## config.mk

```make
export PLATFORM = sky130hd
export DESIGN_NAME = simon_game_ctrl_flat
export DESIGN_NICKNAME = d
export VERILOG_FILES = /design/src/rtl/simon_pkg.sv /design/src/rtl/simon_game_ctrl_if.sv /design/src/rtl/simon_tick_timer.sv /design/src/rtl/simon_game_ctrl.sv /design/src/flat_wrapper.sv
export SDC_FILE = /design/constraint.sdc
export NUM_CORES = 1
export LEC_CHECK = 0
export CORE_MARGIN = 4
export CORE_UTILIZATION = 40
export DETAILED_ROUTE_END_ITERATION = 7
export SLEW_MARGIN = 30
export SYNTH_ARGS = -nofsm -noshare
export SYNTH_HDL_FRONTEND = slang
export SYNTH_SLANG_ARGS = --single-unit
```

## constraint.sdc

```tcl
create_clock -name clk_tick -period 5.8 [get_ports clk_tick]
set_input_delay 0.58 -clock clk_tick [delete_from_list [all_inputs] [get_ports clk_tick]]
set_output_delay 0.58 -clock clk_tick [all_outputs]
set_load 0.01 [all_outputs]
```

## src/rtl/simon_pkg.sv

```systemverilog
// Shared definitions for the Simon game sequencer.
//   state_t     : top-level game phase encoding
//   ROUND_W     : width of the play FSM round count
//   TMR_W       : width of the tick timers and the inactivity counter
//   DEF_LIVES   : default number of misses allowed per game
//   rounds_done : rounds completed when the play FSM reports a round number
package simon_pkg;

  localparam int ROUND_W   = 4;
  localparam int TMR_W     = 8;
  localparam int DEF_LIVES = 3;

  typedef enum logic [2:0] {
    IDLE    = 3'd0,
    LOAD    = 3'd1,
    PLAY    = 3'd2,
    PENALTY = 3'd3,
    WIN     = 3'd4,
    OVER    = 3'd5
  } state_t;

  // The play FSM reports the round it is on, so the completed count is one
  // less. Round 0 (FSM not yet started) counts as nothing completed.
  function automatic logic [ROUND_W-1:0] rounds_done(input logic [ROUND_W-1:0] r);
    return (r == '0) ? '0 : r - 1'b1;
  endfunction

endpackage

```

## src/rtl/simon_game_ctrl_if.sv

```systemverilog
// Link between the game sequencer, the sequence loader and the play FSM.
//   master : sequencer side (drives loader_start, fsm_hold, start_play)
//   slave  : loader / play FSM side (drives loader_done, fsm_error,
//            fsm_round, btn_valid)
interface simon_game_ctrl_if;
  import simon_pkg::*;

  logic               loader_start;
  logic               loader_done;
  logic               fsm_error;
  logic [ROUND_W-1:0] fsm_round;
  logic               btn_valid;
  logic               fsm_hold;
  logic               start_play;

  modport master (
    output loader_start, fsm_hold, start_play,
    input  loader_done, fsm_error, fsm_round, btn_valid
  );

  modport slave (
    input  loader_start, fsm_hold, start_play,
    output loader_done, fsm_error, fsm_round, btn_valid
  );

endinterface

```

## src/rtl/simon_tick_timer.sv

```systemverilog
// Loadable tick down-counter.
//   clk_tick : game tick clock
//   reset    : asynchronous, active-high
//   load     : load the counter with value (wins over en)
//   value    : interval length in ticks
//   en       : count down one per tick while nonzero
//   expired  : high during the last tick of the loaded interval, so the
//              owning state can leave on the edge that ends it
module simon_tick_timer
  import simon_pkg::*;
#(
  parameter int W = TMR_W
) (
  input  logic         clk_tick,
  input  logic         reset,
  input  logic         load,
  input  logic [W-1:0] value,
  input  logic         en,
  output logic         expired
);

  logic [W-1:0] cnt;

  always_ff @(posedge clk_tick or posedge reset) begin
    if (reset)                  cnt <= '0;
    else if (load)              cnt <= value;
    else if (en && cnt != '0)   cnt <= cnt - 1'b1;
  end

  assign expired = (cnt <= W'(1));

endmodule

```

## src/rtl/simon_game_ctrl.sv

```systemverilog
// Top-level Simon game sequencer, clocked by the ~1 Hz tick.
//   clk_tick, reset : tick clock, asynchronous active-high reset
//   start_btn       : synchronized start level (rising edge starts a game)
//   bus (master)    : loader_start/loader_done to the sequence loader;
//                     fsm_hold/start_play to, fsm_error/fsm_round/btn_valid
//                     from the play FSM
//   lives           : remaining lives
//   win_led         : game won
//   game_over       : lives exhausted or load fault
//   load_fault      : loader did not finish within LOAD_TMO ticks
//   best_score      : best completed round count since reset
module simon_game_ctrl
  import simon_pkg::*;
#(
  parameter int N             = 10,
  parameter int LIVES         = DEF_LIVES,
  parameter int TIMEOUT_TICKS = 8,
  parameter int PENALTY_TICKS = 3,
  parameter int LOAD_TMO      = 32
) (
  input  logic               clk_tick,
  input  logic               reset,
  input  logic               start_btn,
  simon_game_ctrl_if.master  bus,
  output logic [1:0]         lives,
  output logic               win_led,
  output logic               game_over,
  output logic               load_fault,
  output logic [ROUND_W-1:0] best_score
);

  localparam logic [ROUND_W-1:0] WIN_ROUND  = ROUND_W'(N + 1);
  localparam logic [1:0]         LIVES_INIT = 2'(LIVES);
  localparam logic [TMR_W-1:0]   LOAD_V     = TMR_W'(LOAD_TMO);
  localparam logic [TMR_W-1:0]   PEN_V      = TMR_W'(PENALTY_TICKS);
  localparam logic [TMR_W:0]     TO_V       = (TMR_W+1)'(TIMEOUT_TICKS);

  state_t             state, state_nx;
  logic               start_q, err_q;
  logic [ROUND_W-1:0] round_q;
  logic [TMR_W-1:0]   idle_cnt, idle_nx, idle_inc;
  logic [TMR_W:0]     idle_thr;
  logic               start_edge, err_edge, idle_clr, timeout, miss;
  logic [ROUND_W-1:0] best_up;

  logic               hold_q, play_q, ld_start_q;
  logic               ld_start_nx, win_nx, over_nx, fault_nx;
  logic [1:0]         lives_nx;
  logic [ROUND_W-1:0] best_nx;

  logic               tmr_load, tmr_en, tmr_expired;
  logic [TMR_W-1:0]   tmr_val;

  // Load timeout and penalty never overlap, so one timer serves both.
  simon_tick_timer #(.W(TMR_W)) u_tmr (
    .clk_tick (clk_tick),
    .reset    (reset),
    .load     (tmr_load),
    .value    (tmr_val),
    .en       (tmr_en),
    .expired  (tmr_expired)
  );

  assign tmr_en     = (state == LOAD) || (state == PENALTY);
  assign start_edge = start_btn & ~start_q;
  assign err_edge   = bus.fsm_error & ~err_q;

  // Inactivity: any press or round advance restarts the count. The limit
  // grows with the round number to leave room for sequence playback.
  assign idle_clr = bus.btn_valid || (bus.fsm_round != round_q);
  assign idle_inc = (idle_cnt == '1) ? idle_cnt : idle_cnt + 1'b1;
  assign idle_thr = {{(TMR_W+1-ROUND_W){1'b0}}, bus.fsm_round} + TO_V;
  assign timeout  = !idle_clr && ({1'b0, idle_inc} >= idle_thr);
  assign miss     = err_edge || timeout;

  assign best_up = (rounds_done(bus.fsm_round) > best_score) ?
                   rounds_done(bus.fsm_round) : best_score;

  always_comb begin
    state_nx    = state;
    lives_nx    = lives;
    win_nx      = win_led;
    over_nx     = game_over;
    fault_nx    = load_fault;
    best_nx     = best_score;
    ld_start_nx = 1'b0;
    tmr_load    = 1'b0;
    tmr_val     = LOAD_V;
    idle_nx     = '0;
    case (state)
      IDLE, WIN, OVER: begin
        if (start_edge) begin
          state_nx    = LOAD;
          ld_start_nx = 1'b1;
          lives_nx    = LIVES_INIT;
          win_nx      = 1'b0;
          over_nx     = 1'b0;
          fault_nx    = 1'b0;
          tmr_load    = 1'b1;
          tmr_val     = LOAD_V;
        end
      end
      LOAD: begin
        if (bus.loader_done) begin
          state_nx = PLAY;
        end else if (tmr_expired) begin
          state_nx = OVER;
          fault_nx = 1'b1;
          over_nx  = 1'b1;
        end
      end
      PLAY: begin
        idle_nx = idle_clr ? '0 : idle_inc;
        // A miss outranks a win landing on the same tick.
        if (miss) begin
          best_nx  = best_up;
          lives_nx = lives - 2'd1;
          if (lives == 2'd1) begin
            state_nx = OVER;
            over_nx  = 1'b1;
          end else begin
            state_nx = PENALTY;
            tmr_load = 1'b1;
            tmr_val  = PEN_V;
          end
        end else if (bus.fsm_round == WIN_ROUND) begin
          state_nx = WIN;
          win_nx   = 1'b1;
          best_nx  = best_up;
        end
      end
      PENALTY: begin
        if (tmr_expired) state_nx = PLAY;
      end
      default: state_nx = IDLE;
    endcase
  end

  always_ff @(posedge clk_tick or posedge reset) begin
    if (reset) begin
      state      <= IDLE;
      start_q    <= 1'b0;
      err_q      <= 1'b0;
      round_q    <= '0;
      idle_cnt   <= '0;
      hold_q     <= 1'b1;
      play_q     <= 1'b0;
      ld_start_q <= 1'b0;
      lives      <= 2'd0;
      win_led    <= 1'b0;
      game_over  <= 1'b0;
      load_fault <= 1'b0;
      best_score <= '0;
    end else begin
      state      <= state_nx;
      start_q    <= start_btn;
      err_q      <= bus.fsm_error;
      round_q    <= bus.fsm_round;
      idle_cnt   <= idle_nx;
      // Hold comes off a flop driven by the next state, so it rises on the
      // very edge that leaves PLAY and never glitches.
      hold_q     <= (state_nx != PLAY);
      play_q     <= (state_nx == PLAY);
      ld_start_q <= ld_start_nx;
      lives      <= lives_nx;
      win_led    <= win_nx;
      game_over  <= over_nx;
      load_fault <= fault_nx;
      best_score <= best_nx;
    end
  end

  assign bus.fsm_hold     = hold_q;
  assign bus.start_play   = play_q;
  assign bus.loader_start = ld_start_q;

endmodule

```

## src/flat_wrapper.sv

```systemverilog
// flat-port wrapper written by rule: the top's interface ports become plain ports
module simon_game_ctrl_flat import simon_pkg::*;
#(
  parameter int N             = 10,
  parameter int LIVES         = DEF_LIVES,
  parameter int TIMEOUT_TICKS = 8,
  parameter int PENALTY_TICKS = 3,
  parameter int LOAD_TMO      = 32
)
  (clk_tick, reset, start_btn, lives, win_led, game_over, load_fault, best_score, bus_loader_start, bus_fsm_hold, bus_start_play, bus_loader_done, bus_fsm_error, bus_fsm_round, bus_btn_valid);
  simon_game_ctrl_if bus_i ();
  input  logic clk_tick;
  input  logic reset;
  input  logic start_btn;
  output logic [1:0] lives;
  output logic win_led;
  output logic game_over;
  output logic load_fault;
  output logic [ROUND_W-1:0] best_score;
  output wire logic [$bits(bus_i.loader_start)-1:0] bus_loader_start;
  output wire logic [$bits(bus_i.fsm_hold)-1:0] bus_fsm_hold;
  output wire logic [$bits(bus_i.start_play)-1:0] bus_start_play;
  input wire logic [$bits(bus_i.loader_done)-1:0] bus_loader_done;
  input wire logic [$bits(bus_i.fsm_error)-1:0] bus_fsm_error;
  input wire logic [$bits(bus_i.fsm_round)-1:0] bus_fsm_round;
  input wire logic [$bits(bus_i.btn_valid)-1:0] bus_btn_valid;
  assign bus_loader_start = bus_i.loader_start;
  assign bus_fsm_hold = bus_i.fsm_hold;
  assign bus_start_play = bus_i.start_play;
  assign bus_i.loader_done = bus_loader_done;
  assign bus_i.fsm_error = bus_fsm_error;
  assign bus_i.fsm_round = bus_fsm_round;
  assign bus_i.btn_valid = bus_btn_valid;
  simon_game_ctrl #(.N(N), .LIVES(LIVES), .TIMEOUT_TICKS(TIMEOUT_TICKS), .PENALTY_TICKS(PENALTY_TICKS), .LOAD_TMO(LOAD_TMO)) u_core (.clk_tick(clk_tick), .reset(reset), .start_btn(start_btn), .bus(bus_i), .lives(lives), .win_led(win_led), .game_over(game_over), .load_fault(load_fault), .best_score(best_score));
endmodule
```

==> metrics.txt <==
# TYPE chip_impl_metric gauge
chip_impl_metric{name="die_h",unit="um"} 80.5
chip_impl_metric{name="dpl-instance-area",unit="mm2"} 0.00240
chip_impl_metric{name="slew_viol_final",unit=""} 0
chip_impl_metric{name="seq_area",unit="um2"} 927
chip_impl_metric{name="syn-mean-instance-area",unit="um2"} 10.0
chip_impl_metric{name="numClockSinks",unit=""} 37
chip_impl_metric{name="post_synth_design_cell_area",unit="mm2"} 0.00210
chip_impl_metric{name="gr-total-overflow",unit=""} 0
chip_impl_metric{name="routed-via-count",unit=""} 1594
chip_impl_metric{name="final_design_area_no_fill",unit="mm2"} 0.00249
chip_impl_metric{name="max-vdd-ir-drop",unit="uV"} 160
chip_impl_metric{name="final_min_period_over_clock_period",unit=""} 0.584
chip_impl_info{name="crit_startpoint",value="u_core.idle_cnt[0]$_DFF_PP0_"} 1
chip_impl_metric{name="worst-endpoint-required",unit="ns"} 5.97
chip_impl_metric{name="fin_total_pwr",unit="mW"} 0.970
chip_impl_metric{name="die-area",unit="mm2"} 0.00647
chip_impl_info{name="tritoncts",value="done"} 1
chip_impl_metric{name="max_freq",unit="MHz"} 295
chip_impl_metric{name="tns_setup",unit="ns"} 0
chip_impl_metric{name="netlist.area_leader.share",unit=""} 0.429
chip_impl_metric{name="yosysSeqAreaShare",unit=""} 0.442
chip_impl_info{name="layout_common_cells",value="sky130_fd_sc_hd__dfrtp_1, sky130_fd_sc_hd__clkdlybuf4s50_1, sky130_fd_sc_hd__nor2_1, sky130_fd_sc_hd__ha_1"} 1
chip_impl_metric{name="detail_route.first_pass.iterations",unit=""} 5
chip_impl_metric{name="die_w",unit="um"} 80.5
chip_impl_metric{name="dr.first_iter.drc_count",unit=""} 61
chip_impl_metric{name="post_synth_inst_count",unit=""} 210
chip_impl_metric{name="cellPowerDensity",unit="mW/mm2"} 389
chip_impl_info{name="yosys.area.top_type",value="sky130_fd_sc_hd__dfrtp_1"} 1
chip_impl_metric{name="footprint_of_the_multi_input_gates",unit="mm2"} 0.00112
chip_impl_metric{name="setup_viol_count_final",unit=""} 0
chip_impl_metric{name="worst_clock_skew",unit="ns"} 0.00933
chip_impl_metric{name="place_ws",unit="ns"} 2.43
chip_impl_info{name="timing.rr.end",value="u_core.best_score[3]$_DFFE_PP0P_"} 1
chip_impl_info{name="rsz0062_at_grt",value="no"} 1
chip_impl_info{name="synth_flop_cell",value="sky130_fd_sc_hd__dfrtp_1"} 1
chip_impl_metric{name="antenna_found_initial",unit=""} 0
chip_impl_metric{name="post_cts_sizing",unit=""} 0
chip_impl_metric{name="globalRouteTotalUtil",unit=""} 0.148
chip_impl_metric{name="final_nets",unit=""} 261
chip_impl_metric{name="drc",unit=""} 0
chip_impl_metric{name="starting_density",unit=""} 0.411
chip_impl_metric{name="finalHoldViolCount",unit=""} 0
chip_impl_metric{name="clkTransAtPathRegs",unit="ns"} 0.08
chip_impl_metric{name="reg_to_reg_slack_setup",unit="ns"} 2.41
chip_impl_metric{name="globalplace.congestion",unit=""} 0.808
chip_impl_metric{name="fp-row-count",unit=""} 26
chip_impl_info{name="final_common_cell",value="sky130_fd_sc_hd__dfrtp_1"} 1
chip_impl_info{name="worst_r2r_startpoint",value="u_core.idle_cnt[0]$_DFF_PP0_"} 1
chip_impl_metric{name="slew_headroom",unit=""} 0.581
chip_impl_metric{name="post-cts-setup-buffers",unit=""} 0
chip_impl_info{name="endpoint",value="u_core.best_score[3]$_DFFE_PP0P_"} 1
chip_impl_metric{name="detail-route-antenna-nets",unit=""} 0
chip_impl_metric{name="dp_hpwl",unit="mm"} 3.11
chip_impl_metric{name="critPathArrivalTime",unit="ns"} 3.55
chip_impl_metric{name="grt_max_degree",unit=""} 38
chip_impl_info{name="min_path_type",value="reg -> reg"} 1
chip_impl_metric{name="cts_max_path_buffers",unit=""} 2
chip_impl_metric{name="power_leakage",unit="nW"} 1.08
chip_impl_metric{name="final_critical_path_setup_slack",unit="ns"} 2.41
chip_impl_metric{name="synthArstFlopShare",unit=""} 1.00
chip_impl_metric{name="cts_max_level",unit=""} 2
chip_impl_info{name="post_synth_main_area_contributors",value="sky130_fd_sc_hd__dfrtp_1, sky130_fd_sc_hd__ha_1, sky130_fd_sc_hd__xor2_1"} 1
chip_impl_info{name="status",value="complete, no violations"} 1
chip_impl_metric{name="routed_via_density",unit=""} 5.16
chip_impl_metric{name="max-cap-violations",unit=""} 0
chip_impl_info{name="cp-start-kind",value="flop"} 1
chip_impl_metric{name="yosysWarningCount",unit=""} 0
chip_impl_metric{name="postRouteWirelength",unit="mm"} 4.16
chip_impl_metric{name="minimum_period_implied_by_the_final_worst_setup_slack",unit="ns"} 3.39
chip_impl_metric{name="layout.core_utilization",unit=""} 0.488
chip_impl_metric{name="grt_pass1_vias",unit=""} 1528
chip_impl_metric{name="synth.net_count",unit=""} 233
chip_impl_metric{name="post_synth_num_cell_types",unit=""} 54
chip_impl_metric{name="grt_pass1_wl",unit="mm"} 7.39
chip_impl_metric{name="worst_skew_pair.late_latency",unit="ns"} 0.29
chip_impl_metric{name="holdBufCountCts",unit=""} 0
chip_impl_metric{name="fillCellCount",unit=""} 492
chip_impl_metric{name="area_growth_syn_to_layout",unit="%"} 18.8
chip_impl_metric{name="cts_buffers",unit=""} 5
chip_impl_metric{name="critPathMaxFanout",unit=""} 6
chip_impl_metric{name="fp.coreArea",unit="mm2"} 0.00511
chip_impl_metric{name="final_layout_size_suffix_gt1_frac",unit=""} 0.105
chip_impl_metric{name="reg2reg_depth",unit=""} 12
chip_impl_metric{name="ys_ff_latch",unit=""} 37
chip_impl_info{name="cell_chosen_for_the_clock_root",value="sky130_fd_sc_hd__clkbuf_8"} 1
chip_impl_info{name="critPathCaptureType",value="flop"} 1
chip_impl_metric{name="n_antenna_cell",unit=""} 0
chip_impl_metric{name="port_buffers",unit=""} 21
chip_impl_metric{name="num_io_pins",unit=""} 22
chip_impl_metric{name="synth_edf_count",unit=""} 0
chip_impl_info{name="timing.setup.critical_path_class",value="reg -> reg"} 1
chip_impl_metric{name="max_slew.worst_pin.slew",unit="ns"} 0.628
chip_impl_metric{name="wire_per_inst",unit="um"} 13.5
==> per-layer routing <==
metal	vias to the layer above	GRT usage	wire length, um
met3	6	0.0415	151
met5	-	0	0
met2	30	0.211	1780
met4	0	0.0456	59
li1	820	-	-
met1	738	0.216	2170
==> how the worst min path moves through the flow <==
stage / start / endpoint / slack (ns) / cells past startpoint
floorplan: u_core.load_fault$_DFFE_PP0P_ / u_core.load_fault$_DFFE_PP0P_ / 0.52 / 1
global placement: u_core.load_fault$_DFFE_PP0P_ / u_core.load_fault$_DFFE_PP0P_ / 0.46 / 1
detailed placement: u_core.load_fault$_DFFE_PP0P_ / u_core.load_fault$_DFFE_PP0P_ / 0.47 / 1
CTS: u_core.load_fault$_DFFE_PP0P_ / u_core.load_fault$_DFFE_PP0P_ / 0.49 / 1
global route: u_core.load_fault$_DFFE_PP0P_ / u_core.load_fault$_DFFE_PP0P_ / 0.51 / 1
finish: u_core.load_fault$_DFFE_PP0P_ / u_core.load_fault$_DFFE_PP0P_ / 0.48 / 1
==> synth_stat cells (3+ instances only) <==
cell type                  number
sky130_fd_sc_hd__inv_1         12
sky130_fd_sc_hd__o21a_1         4
sky130_fd_sc_hd__xor2_1         8
sky130_fd_sc_hd__nand3_1        7
sky130_fd_sc_hd__nor2_1        18
sky130_fd_sc_hd__o21ai_0        9
sky130_fd_sc_hd__a21oi_1       10
sky130_fd_sc_hd__dfrtp_1       36
sky130_fd_sc_hd__nand4_1        3
sky130_fd_sc_hd__nor3_1         9
sky130_fd_sc_hd__a21o_1         3
sky130_fd_sc_hd__nand2_1       12
sky130_fd_sc_hd__a31oi_1        4
sky130_fd_sc_hd__nor2b_1        7
sky130_fd_sc_hd__mux2_2         3
sky130_fd_sc_hd__xnor2_1        5
sky130_fd_sc_hd__ha_1          13
sky130_fd_sc_hd__nand2b_1       4
==> worst max-delay path, cell delays in order, from the launching register on <==
cell and delay [ns]:
sky130_fd_sc_hd__dfrtp_1 0.42, sky130_fd_sc_hd__ha_1 0.27, sky130_fd_sc_hd__nand3_1 0.10, sky130_fd_sc_hd__nor2_1 0.19
sky130_fd_sc_hd__nand2_1 0.17, sky130_fd_sc_hd__xnor2_1 0.23, sky130_fd_sc_hd__ha_1 0.26, sky130_fd_sc_hd__nand2b_1 0.15
sky130_fd_sc_hd__a2111oi_2 0.41, sky130_fd_sc_hd__o221ai_2 0.19, sky130_fd_sc_hd__o21a_2 0.27, sky130_fd_sc_hd__o31ai_4 0.26
sky130_fd_sc_hd__mux2_1 0.35
==> state kept, by name (all words and copies together), names as in the netlist, 2 cells and up <==
signal             flops
u_core.u_tmr.cnt       8
u_core.lives           2
u_core.round_q         4
u_core.idle_cnt        8
u_core.best_score      4
u_core.state           3
==> layout make-up <==
class,instances,share of cell area
Multi-Input combinational cell,159,0.449
Sequential cell,37,0.372
Timing Repair Buffer,22,0.0873
Tap cell,70,0.0351
Clock buffer,7,0.0346
Inverter,13,0.0196
Clock inverter,1,0.00301
==> metrics by stage <==
stage / instances / hold WS [ns]
after floorplan: 210 / 0.518
after detailed placement: 301 / 0.471
after global placement: 301 / 0.465
after global routing: 309 / 0.506
final: 309 / 0.483
after CTS: 309 / 0.490
==> cells by family after synthesis <==
logic type / count (synthesis) / share of synthesized area
buffers and inverters: 14 / 0.0250
XOR/XNOR: 13 / 0.0542
multiplexers: 5 / 0.0262
flip-flops: 37 / 0.442
AO/OA/AOI/OAI: 51 / 0.178
AND/OR/NAND/NOR: 77 / 0.197
adder cells (fa/ha/maj): 13 / 0.0775
==> report_power, final <==
group,total (mW),internal (mW),leakage (nW),switching (mW)
sequential,0.385,0.332,0.465,0.0538
clock,0.187,0.0965,0.0445,0.0906
combinational,0.398,0.197,0.571,0.201
Note: power is estimated with default switching activity, not from simulation.
